===== config.mk =====
export PLATFORM = sky130hd
export DESIGN_NAME = mult_seq
export DESIGN_NICKNAME = d
export VERILOG_FILES = /design/src/rtl/mult_seq.sv
export SDC_FILE = /design/constraint.sdc
export NUM_CORES = 1
export LEC_CHECK = 0
export ABC_AREA = 1
export CAP_MARGIN = 20
export CORE_ASPECT_RATIO = 0.9
export CORE_UTILIZATION = 45
export DETAILED_ROUTE_END_ITERATION = 10
export DONT_BUFFER_PORTS = 1
export SKIP_CTS_REPAIR_TIMING = 1
export SLEW_MARGIN = 40
export SYNTH_ARGS = -nofsm -noshare
export SYNTH_HDL_FRONTEND = slang
export SYNTH_SLANG_ARGS = --single-unit
export TNS_END_PERCENT = 5

===== constraint.sdc =====
create_clock -name clk -period 8.7 [get_ports clk]
set_clock_uncertainty 0.2 [all_clocks]
set_input_delay 0.87 -clock clk [delete_from_list [all_inputs] [get_ports clk]]
set_output_delay 0.87 -clock clk [all_outputs]
set_load 0.1 [all_outputs]

===== src/rtl/mult_seq.sv =====
// Iterative W x W -> 2W multiplier, D multiplier bits per cycle.
// Signed or unsigned per operation; level-held start/done handshake.
module mult_seq #(
  parameter int W = 17,
  parameter int D = 4
) (
  input  logic           clk,
  input  logic           rst_n,
  input  logic           start,
  input  logic           signed_op,
  input  logic [W-1:0]   A,
  input  logic [W-1:0]   B,
  output logic           busy,
  output logic           done,
  output logic [2*W-1:0] P
);

  localparam int N  = (W + D - 1) / D;
  localparam int CW = (N > 1) ? $clog2(N) : 1;
  localparam int PW = N * D;

  typedef enum logic [1:0] {
    IDLE,
    RUN,
    DONE
  } state_t;

  state_t         state;
  logic [W-1:0]   am;
  logic [W-1:0]   bm;
  logic           sign;
  logic [2*W-1:0] acc;
  logic [CW-1:0]  cnt;

  logic [W-1:0]   a_mag;
  logic [W-1:0]   b_mag;
  logic [PW-1:0]  bpad;
  logic [D-1:0]   digit;
  logic [2*W-1:0] part;
  logic [2*W-1:0] acc_next;
  int             sh;

  assign a_mag = (signed_op & A[W-1]) ? -A : A;
  assign b_mag = (signed_op & B[W-1]) ? -B : B;

  // Multiplier is zero-padded up to N*D bits so the last digit is clean.
  always_comb begin
    bpad = '0;
    bpad[W-1:0] = bm;
    sh = int'(cnt) * D;
    digit = bpad[sh +: D];
    part = ({{W{1'b0}}, am} *
            {{(2*W-D){1'b0}}, digit}) << sh;
    acc_next = acc + part;
  end

  always_ff @(posedge clk or negedge rst_n) begin
    if (!rst_n) begin
      state <= IDLE;
      am    <= '0;
      bm    <= '0;
      sign  <= 1'b0;
      acc   <= '0;
      cnt   <= '0;
      busy  <= 1'b0;
      done  <= 1'b0;
      P     <= '0;
    end else begin
      unique case (state)
        IDLE: begin
          if (start) begin
            am    <= a_mag;
            bm    <= b_mag;
            sign  <= signed_op & (A[W-1] ^ B[W-1]);
            acc   <= '0;
            cnt   <= '0;
            busy  <= 1'b1;
            state <= RUN;
          end
        end
        RUN: begin
          // Abort wins over completion on the same edge.
          if (!start) begin
            busy  <= 1'b0;
            state <= IDLE;
          end else if (cnt == CW'(N - 1)) begin
            P     <= sign ? -acc_next : acc_next;
            done  <= 1'b1;
            busy  <= 1'b0;
            state <= DONE;
          end else begin
            acc <= acc_next;
            cnt <= cnt + 1'b1;
          end
        end
        DONE: begin
          if (!start) begin
            done  <= 1'b0;
            state <= IDLE;
          end
        end
        default: state <= IDLE;
      endcase
    end
  end

endmodule


# Yosys cells after proc, flatten, opt, wreduce, memory -nomap -nowiden
# Index checks and enable logic that the tools add are counted.
word_totals:
  word_cells: 63
  register_bits: 110
  inputBits: 38
op_classes:
  eq_ne: 9
  n_mux: 24
  addsub: 5
  reduce_logical: 9
  bitwise_logic: 4
  shift: 2
  n_mul: 1
ops:
  columns: ["cell", "n"]
  rows:
  - ["34-bit 2-to-1 mux", 4]
  - ["34-bit case mux with 2 select lines", 1]
  - ["34-bit adder", 1]
  - ["17-bit 2-to-1 mux", 2]
  - ["17-bit negator", 2]
  - ["34-bit negator", 1]
  - ["21-bit by 5-bit left shift with 34-bit output", 1]
  - ["17-bit by 4-bit multiplier with 21-bit output", 1]
  - ["20-bit by 6-bit variable part select with 4-bit output", 1]
  - ["2-bit inequality test (second input constant)", 5]
  - ["3-bit 2-to-1 mux", 3]
  - ["3-bit AND reduction", 3]
  - ["2-bit 2-to-1 mux", 4]
  - ["4-bit AND reduction", 2]
  - ["1-bit 2-to-1 mux", 6]
  - ["2-bit case mux with 3 select lines", 1]
  - ["3-bit case mux with 2 select lines", 1]
  - ["1-bit case mux with 2 select lines", 2]
  - ["2-bit nonzero test", 2]
  - ["3-bit by 1-bit adder with 3-bit output (second input constant)", 1]
  - ["1-bit AND", 3]
  - ["3-bit == test (second input constant)", 1]
  - ["3-bit inequality test (second input constant)", 1]
  - ["2-bit by 1-bit == test with 1-bit output (second input constant)", 1]
  - ["other kinds (4)", 4]

# Logic depth before layout (Yosys ltp)
# Gate-level depths: netlist of the first run.
logic_depth:
  ltp_word: 7
  ltp_mapped: 50
  ltp_nobuf: 48

# Worst setup path before layout of the first run
# OpenSTA, ideal clock, no wires.
synth_timing:
  kind: "register to register"
  from: "register cnt[1]"
  to: "register P[32]"
  synth_period_minus_slack_ns: 6.453
  path_stages_with_launch: 42
  n_path_buf: 3
  required_time_ns: 8.380
  t_arrival_ns: 6.133
  setup_slack_ns: 2.247
  setup_time_ns: 0.120
  cell_sequence: "dfrtp_1 -> buf_4 -> clkinv_1 -> nor2_4 -> inv_1 -> clkbuf_1 -> nor2_1 -> o21ai_0 -> nand2_1 -> inv_1 -> clkbuf_1 -> nor2_1 -> fa_1 -> inv_1 -> fa_1 -> inv_1 -> ha_1 -> a21oi_1 -> (+6 left out) -> o21ai_0 -> a21o_1 -> inv_1 -> ha_1 -> nand2_1 -> nor2_2 -> and2_1 -> nand3_1 -> nand3_1 -> nand2_1 -> nand2_2 -> nand2_1 -> nor2_2 -> nand4_1 -> nand2_1 -> nand3_1 -> nand3_1 -> nand2_1"
synth_via:
  elab_chain_len: 6
synth_lines:
  columns: ["element", "line", "rtl"]
  rows:
  - ["from (decl)", "33", "logic [CW-1:0] cnt;"]
  - ["from (signal assigned)", "93", "cnt <= cnt + 1'b1;"]
  - ["20-bit by 6-bit variable part select with 4-bit output", "51", "digit = bpad[sh +: D];"]
  - ["17-bit by 4-bit multiplier with 21-bit output", "52", "part = ({{W{1'b0}}, am} *"]
  - ["21-bit by 5-bit left shift with 34-bit output", "52", null]
  - ["34-bit adder", "54", "acc_next = acc + part;"]
  - ["34-bit negator", "87", "P <= sign ? -acc_next : acc_next;"]
  - ["34-bit 2-to-1 mux", "87", null]
  - ["to (signal assigned)", "87", null]
  - ["to (decl)", "15", "output logic [2*W-1:0] P"]
# Parallel ways exist; a longest one is shown, timed or not.
# A chain may end at the register's enable or synchronous reset.

# Worst setup path in the final report of the first run
layout_timing:
  from: "register cnt[1]"
  to: "register P[30]"
# The elaborated chain is that of the path after synthesis.

==> results.toml, run 1 <==
[routing]
drc = 0
num_vias = 11440
first_pass_iters = 6
drtIter0Drc = 908
wl_per_cell_um = 16.05
wl_um = 35520
drtAntennaViolNets = 0
viasPerCell = 5.167

[layout]
register_area_sq_um = 2789
design_area_sq_um = 12500
multi_input_area_sq_um = 7492
final_layout_size_suffix_gt1_share_pct = 8.761
nFillCells = 2715
synthToLayoutAreaGrowth_pct = 8.213
antennaDiodeCount = 0
nNetsFinal = 1999

[global_routing]
grt_pass1_vias = 10440
grt_antenna_before_repair = 0
grt_max_degree = 111
grt-ovfl-total = 0
grt_pass1_wl_um = 56000
grt_use_total_pct = 27.89

[synthesis]
synth_area_sq_um = 11550
synthTopCellsByCount = "nand2_1 (609), inv_1 (302), nor2_1 (169), nand3_1 (136), o21ai_0 (133)"
yosysTopAreaCell = "dfrtp_1"
yosysTopAreaCellShare_pct = 23.84
yosysWarningCount = 0
synth_area_leaders = "dfrtp_1 (24%), nand2_1 (20%), inv_1 (9.8%)"
synth_cell_types = 45
synth-async-reset-ratio_pct = 100.0
synth_edf_count = 0
synth.most_common_cell = "nand2_1"
synth_ff_type = "dfrtp_1"
synth.net_count = 1992
syn_avg_cell_area_sq_um = 6.208
netlist_instances = 1860
synth_seq_area_share_pct = 23.84
synth-seq-cells = 110

[timing]
period_needed_ps = 8063
period_share_pct = 92.67
worst_pin_slew_ps = 893.5
setup_violations = 0
fmax_ghz = 0.1240
hold_slack_ps = 184.8
final-hold-violation-count = 0
drv_slew = 0
fin_setup_tns_ps = 0
rsz0062_at_grt = "no"
fin_ws_ps = 637.3
maxSlewHeadroom_pct = 40.43

[floorplan]
die_x_um = 170.9
io_pins = 74
die_area_sq_um = 26310
row_count = 55
core_area_sq_um = 25190
die_y_um = 154.0
start_util_pct = 45.85

[worst_setup_path]
crit_path_end_kind = "register"
reg2reg_to = "P[30]"
worstPathRequired_ps = 8760
cp_max_fo = 11
cp-start-kind = "register"
cp_slowest_cell = "fa_1"
cp_common_cell = "nand2_1"
rrSetupSlack_ps = 640
crit_arrival_ps = 8120
cpPeakStageDelay_ps = 490
r2r-start = "cnt[1]"
rr_worst_depth = 47
critPathKind = "register to register"

[placed_design]
hpwl_um = 28780
gp_congestion = 0.9557
portBuffers = 0
placed_area_sq_um = 11950
post-place-ws_ps = 174.5

[clocking]
clockRootBuffer = "clkbuf_16"
clock_sinks = 110
clock_latency_ps = 380
clk_path_buf_depth = 2
htree_levels = 3
cts.clk_slew.worst_paths_ps = 80
cts_tree = "done"
cts_buffers = 9

[hold_path]
hp-class = "input port to async pin"

[job]
cap_violations = 0

[outcome]
status = "complete, no violations"
[routing by layer]
layer / vias to the layer above / track usage [%] / routed length [um]
li1: 5808 / - / -
met1: 5248 / 41.37 / 17720
met2: 348 / 40.08 / 14410
met3: 35 / 6.718 / 2706
met4: 0 / 7.100 / 684
met5: - / 0 / 0
[registers in the layout, indices dropped and copies added, names as in the netlist]
| register | count |
|---|---|
| done | 1 |
| cnt | 3 |
| am | 17 |
| state | 2 |
| bm | 17 |
| P | 34 |
| acc | 34 |
| sign | 1 |
| busy | 1 |
[cell families after synthesis]
group	Yosys count	synth area share, %
muxes	1	0.08669
adders and majority gates	94	12.20
DFF	110	23.84
and+or+nand+nor	1031	38.10
buffers and inverters	352	11.51
xor gates and xnor gates	58	4.399
AOI/OAI and AO/OA	214	9.871
[area by class of cell]
cell class,count,area share (%)
Sequential cell,110,22.32
Clock inverter,5,0.3204
Tap cell,342,3.424
Timing Repair inverter,1,0.04005
Multi-Input combinational cell,1398,59.96
Inverter,311,9.462
Timing Repair Buffer,36,2.533
Clock buffer,11,1.943
[critical path, delay by kind of cell (launching register included)]
kind                     cells  cell delay [ps]
AO/OA/AOI/OAI                5              920
flip-flops                   1              450
AND/OR/NAND/NOR             29             3480
buffers and inverters        9             1280
adder cells (fa/ha/maj)      4             1600
[cells in the final DEF, fill, tap and decap left out, types with 4 or more instances in the layout]
cell / instances
nand3_1: 135
nand2_1: 607
xor2_1: 42
nand4_1: 18
dfrtp_1: 81
o22ai_1: 6
clkinvlp_4: 7
a22oi_1: 4
and2_1: 11
o21ai_0: 133
inv_2: 5
nor2_2: 11
xnor2_1: 16
clkbuf_16: 10
nor3_1: 10
nor2_4: 8
a21oi_1: 46
nand2_2: 34
inv_1: 299
dfrtp_2: 29
or2_2: 7
nand3b_1: 5
fa_1: 31
nor2_1: 168
ha_1: 63
nand3_2: 8
buf_4: 30
o21ai_1: 7
[through the flow]
stage | util, % | instances
finish | 49.61 | 2214
global route | 49.61 | 2214
CTS | 48.56 | 2191
detailed placement | 47.44 | 2175
global placement | 47.25 | 2172
floorplan | - | 1860
[how the worst max path moves through the flow]
stage | startpoint | to | slack (ps) | cells after the start
4_1_cts | cnt[1] | P[32] | 150 | 43
3_5_place_dp | cnt[1] | P[32] | 170 | 43
6_report | cnt[1] | P[30] | 640 | 47
3_3_place_gp | cnt[1] | P[32] | 140 | 43
5_1_grt | cnt[1] | P[30] | 40 | 46
2_1_floorplan | cnt[1] | P[32] | 2250 | 41
Power of run 1 is left out: the tool's default activity adds up to more than one toggle a clock period on the data nets, which glitch-free logic cannot reach.
==> run 2, diff against run 1 <==
Settings changed: CTS_BUF_LIST from default to sky130_fd_sc_hd__clkbuf_16.
==> results.toml, run 2 (synthesis gave the netlist of run 1 again) <==
[layout]
nFillCells = 2718
antennaDiodeCount = 0
fin_util_pct = 49.57
final_layout_size_suffix_gt1_share_pct = 8.707
final_common_cell = "nand2_1"
final_cell_mix = "nand2_1 (607), inv_1 (300), nor2_1 (168)"
nNetsFinal = 1999
instances_no_fill = 2214
synthToLayoutAreaGrowth_pct = 8.126
reg_top3 = "P x34, acc x34"

[clocking]
cts.clk_slew.worst_paths_ps = 80
clock_sinks = 110
clockRootBuffer = "clkbuf_16"
htree_levels = 3
cts_buffers = 9
clock_latency_ps = 380
cts_tree = "done"
clk_path_buf_depth = 2

[global_routing]
grt-ovfl-total = 0
grt_antenna_before_repair = 0
grt_pass1_vias = 10450
grt_use_total_pct = 27.89
grt_max_degree = 111
grt_pass1_wl_um = 56010

[worst_setup_path]
cp_max_fo = 11
cpPeakStageDelay_ps = 490
critPathKind = "register to register"
crit_path_end_kind = "register"
cp-start-kind = "register"
worstPathRequired_ps = 8760
cp_slowest_cell = "fa_1"
cp_common_cell = "nand2_1"
crit_arrival_ps = 8120

[timing]
period_needed_ps = 8057
drv_slew = 0
rsz0062_at_grt = "no"
fmax_ghz = 0.1241
setup_violations = 0
maxSlewHeadroom_pct = 40.43
period_share_pct = 92.60
worst_pin_slew_ps = 893.5
fin_setup_tns_ps = 0
fin_ws_ps = 643.5
final-hold-violation-count = 0

[routing]
drtAntennaViolNets = 0
viasPerCell = 5.150
drtIter0Drc = 880
num_vias = 11400
wl_per_cell_um = 16.04
first_pass_iters = 5
wl_um = 35520
drc = 0

[hold_path]
hp-class = "input port to async pin"

[floorplan]
die_y_um = 154.0
core_area_sq_um = 25190
die_area_sq_um = 26310
row_count = 55
start_util_pct = 45.85
die_x_um = 170.9
io_pins = 74

[placed_design]
portBuffers = 0
post-place-ws_ps = 174.5
gp_congestion = 0.9557
dp.cells = 2175
hpwl_um = 28780

[job]
cap_violations = 0

[outcome]
status = "complete, no violations"
[run 2: cell count changes in the layout (fill, tap and decap cells not counted), sizes merged]
| cell | change |
|---|---|
| clkbuf | -2 |
| clkinv | +1 |
| inv | +1 |
[run 2: stage by stage]
stage                     hold WS [ps]  area (sq um)
final                            186.9         12490
after global routing             213.4         12490
after CTS                       -34.53         12220
after detailed placement         274.9         11950
after global placement           272.4         11900
after floorplan                  247.8         11550
[run 2: metal layers]
metal	wire (um)	global-route usage [%]	share of wire [%]	vias up
met1	17680	41.35	50	5212
met2	14440	40.10	41	349
li1	-	-	-	5812
met4	641	7.100	1.8	0
met5	0	0	0	-
met3	2764	6.718	7.8	30
[run 2: path summary, 6_finish.rpt]
path,slack [ps],depth (start not counted),startpoint,end
max,640,47,cnt[1],P[30]
min,190,1,rst_n,acc[3]
max reg2reg,640,47,cnt[1],P[30]
min reg2reg,300,2,bm[5],bm[5]
max in group asynchronous,7530,1,rst_n,busy
min in group clk,300,2,bm[5],bm[5]
[run 2: area by class of cell]
class / instances / area [sq um] / area share (%)
Clock inverter: 7 / 47.55 / 0.3808
Tap cell: 342 / 427.9 / 3.427
Clock buffer: 9 / 225.2 / 1.804
Inverter: 311 / 1182 / 9.470
Timing Repair inverter: 1 / 5.005 / 0.04008
Sequential cell: 110 / 2789 / 22.34
Multi-Input combinational cell: 1398 / 7492 / 60.01
Timing Repair Buffer: 36 / 316.6 / 2.535
[run 2: critical path, delay by kind of cell (launching register included)]
kind / cells / cell delay [ps]
AND/OR/NAND/NOR: 29 / 3490
adder cells (fa/ha/maj): 4 / 1600
buffers and inverters: 9 / 1270
AO/OA/AOI/OAI: 5 / 920
flip-flops: 1 / 450
Power of run 2 is left out for the same reason.
==> run 3, diff against run 2 <==
Settings changed: ABC_AREA 1 to 0.
==> results.toml, run 3 <==
[synthesis]
synth_seq_area_share_pct = 26.57
synth_cell_types = 78
synth-seq-cells = 110
synth_edf_count = 0
synth.net_count = 1432
syn_avg_cell_area_sq_um = 7.970
synthTopCellsByCount = "nand2_1 (193), o21ai_0 (143), dfrtp_1 (110), inv_1 (84), nor2_1 (71)"
synth-async-reset-ratio_pct = 100.0
synth.most_common_cell = "nand2_1"
yosysTopAreaCellShare_pct = 26.57
yosysWarningCount = 0
synth_area_leaders = "dfrtp_1 (27%), ha_1 (7.6%), nand2_1 (7.0%)"
netlist_instances = 1300
synth_ff_type = "dfrtp_1"
yosysTopAreaCell = "dfrtp_1"
synth_area_sq_um = 10360

[floorplan]
die_area_sq_um = 23640
start_util_pct = 46.03
die_x_um = 161.9
io_pins = 74
core_area_sq_um = 22510
die_y_um = 146.0
row_count = 52

[routing]
wl_per_cell_um = 17.42
wl_um = 27500
drtAntennaViolNets = 0
num_vias = 9030
drtIter0Drc = 635
first_pass_iters = 5
viasPerCell = 5.719
drc = 0

[worst_setup_path]
critPathKind = "register to register"
rrSetupSlack_ps = 370
cp_slowest_cell = "mux4_2"
worstPathRequired_ps = 8730
crit_path_end_kind = "register"
cp_max_fo = 6
rr_worst_depth = 30
reg2reg_to = "P[32]"
cpPeakStageDelay_ps = 560
cp-start-kind = "register"
crit_arrival_ps = 8360
r2r-start = "cnt[0]"

[global_routing]
grt_pass1_vias = 8544
grt_antenna_before_repair = 0
grt_pass1_wl_um = 44560
grt_use_total_pct = 23.52
grt_max_degree = 111
grt-ovfl-total = 0

[layout]
synthToLayoutAreaGrowth_pct = 8.658
reg_top3 = "P x34, acc x34"
multi_input_area_sq_um = 7184
antennaDiodeCount = 0
nFillCells = 2261
final_common_cell = "nand2_1"
final_cell_mix = "nand2_1 (193), o21ai_0 (137), inv_1 (85)"
final_layout_size_suffix_gt1_share_pct = 11.54
fin_util_pct = 50.01
register_area_sq_um = 2795
nNetsFinal = 1409

[timing]
rsz0062_at_grt = "yes"
period_needed_ps = 8329
worst_pin_slew_ps = 889.5
fmax_ghz = 0.1201
period_share_pct = 95.74
setup_violations = 0
fin_ws_ps = 371.0
final-hold-violation-count = 0
maxSlewHeadroom_pct = 40.70
hold_slack_ps = 109.9
drv_slew = 0

[clocking]
clockRootBuffer = "clkbuf_16"
cts_tree = "done"
clock_latency_ps = 370
cts_buffers = 9
clk_path_buf_depth = 2
htree_levels = 3
cts.clk_slew.worst_paths_ps = 80
clock_sinks = 110

[placed_design]
gp_congestion = 0.9311
portBuffers = 0
hpwl_um = 20880
post-place-ws_ps = 32.36

[hold_path]
hp-class = "input port to async pin"

[outcome]
status = "complete, no violations"

[job]
cap_violations = 0
## run 3: changes by cell type after synthesis, moves of 38 or more
cell and delta:
nor2_1 -98, and3_1 +47, nand2_1 -416, nand3_1 -92, xnor2_1 +38, inv_1 -218
## run 3: worst max-delay path by stage
stage / slack (ps) / depth (start not counted) / from / end
2_1_floorplan: 370 / 32 / cnt[0] / P[32]
3_3_place_gp: 180 / 29 / cnt[0] / P[32]
3_5_place_dp: 30 / 30 / cnt[0] / P[32]
4_1_cts: 7 / 30 / cnt[0] / P[32]
5_1_grt: -70 / 31 / cnt[0] / P[32]
6_report: 370 / 30 / cnt[0] / P[32]
## run 3: layout make-up
class / count / area share [%]
multi-input combinational: 1036 / 63.81
sequential: 110 / 24.83
tap: 297 / 3.301
inverter: 85 / 2.834
timing repair buffer: 35 / 2.623
clock buffer: 9 / 2.000
clock inverter: 7 / 0.6001
## run 3: cells by family after synthesis
logic type,share of synthesized area (%)
AND/OR/NAND/NOR,21.80
AO/OA/AOI/OAI,21.27
buffers and inverters,5.748
flip-flops,26.57
XOR/XNOR,8.864
adder cells (fa/ha/maj),13.60
multiplexers,2.162
## run 3: per-layer routing
metal / GRT usage (%) / vias up / wire (um) / part of all wire (%)
li1: - / 4496 / - / -
met1: 35.19 / 4267 / 13540 / 49
met2: 35.77 / 249 / 12200 / 44
met3: 3.420 / 18 / 1484 / 5.4
met4: 4.764 / 0 / 280 / 1.0
met5: 0 / - / 0 / 0
## run 3: per-stage QoR
stage / area (sq um) / TNS [ps] / cells
CTS: 10970 / 0 / 1572
global placement: 10670 / 0 / 1556
floorplan: 10360 / 0 / 1300
detailed placement: 10680 / 0 / 1556
global route: 11260 / -83.71 / 1579
finish: 11260 / 0 / 1579
## run 3: critical path, delay by kind of cell (launching register included)
family	cells	cell delay (ps)
flip-flops	1	420
AND/OR/NAND/NOR	8	1910
AO/OA/AOI/OAI	12	2540
multiplexers	1	560
buffers and inverters	2	210
XOR/XNOR	3	560
adder cells (fa/ha/maj)	4	1800
Power of run 3 is left out for the same reason.
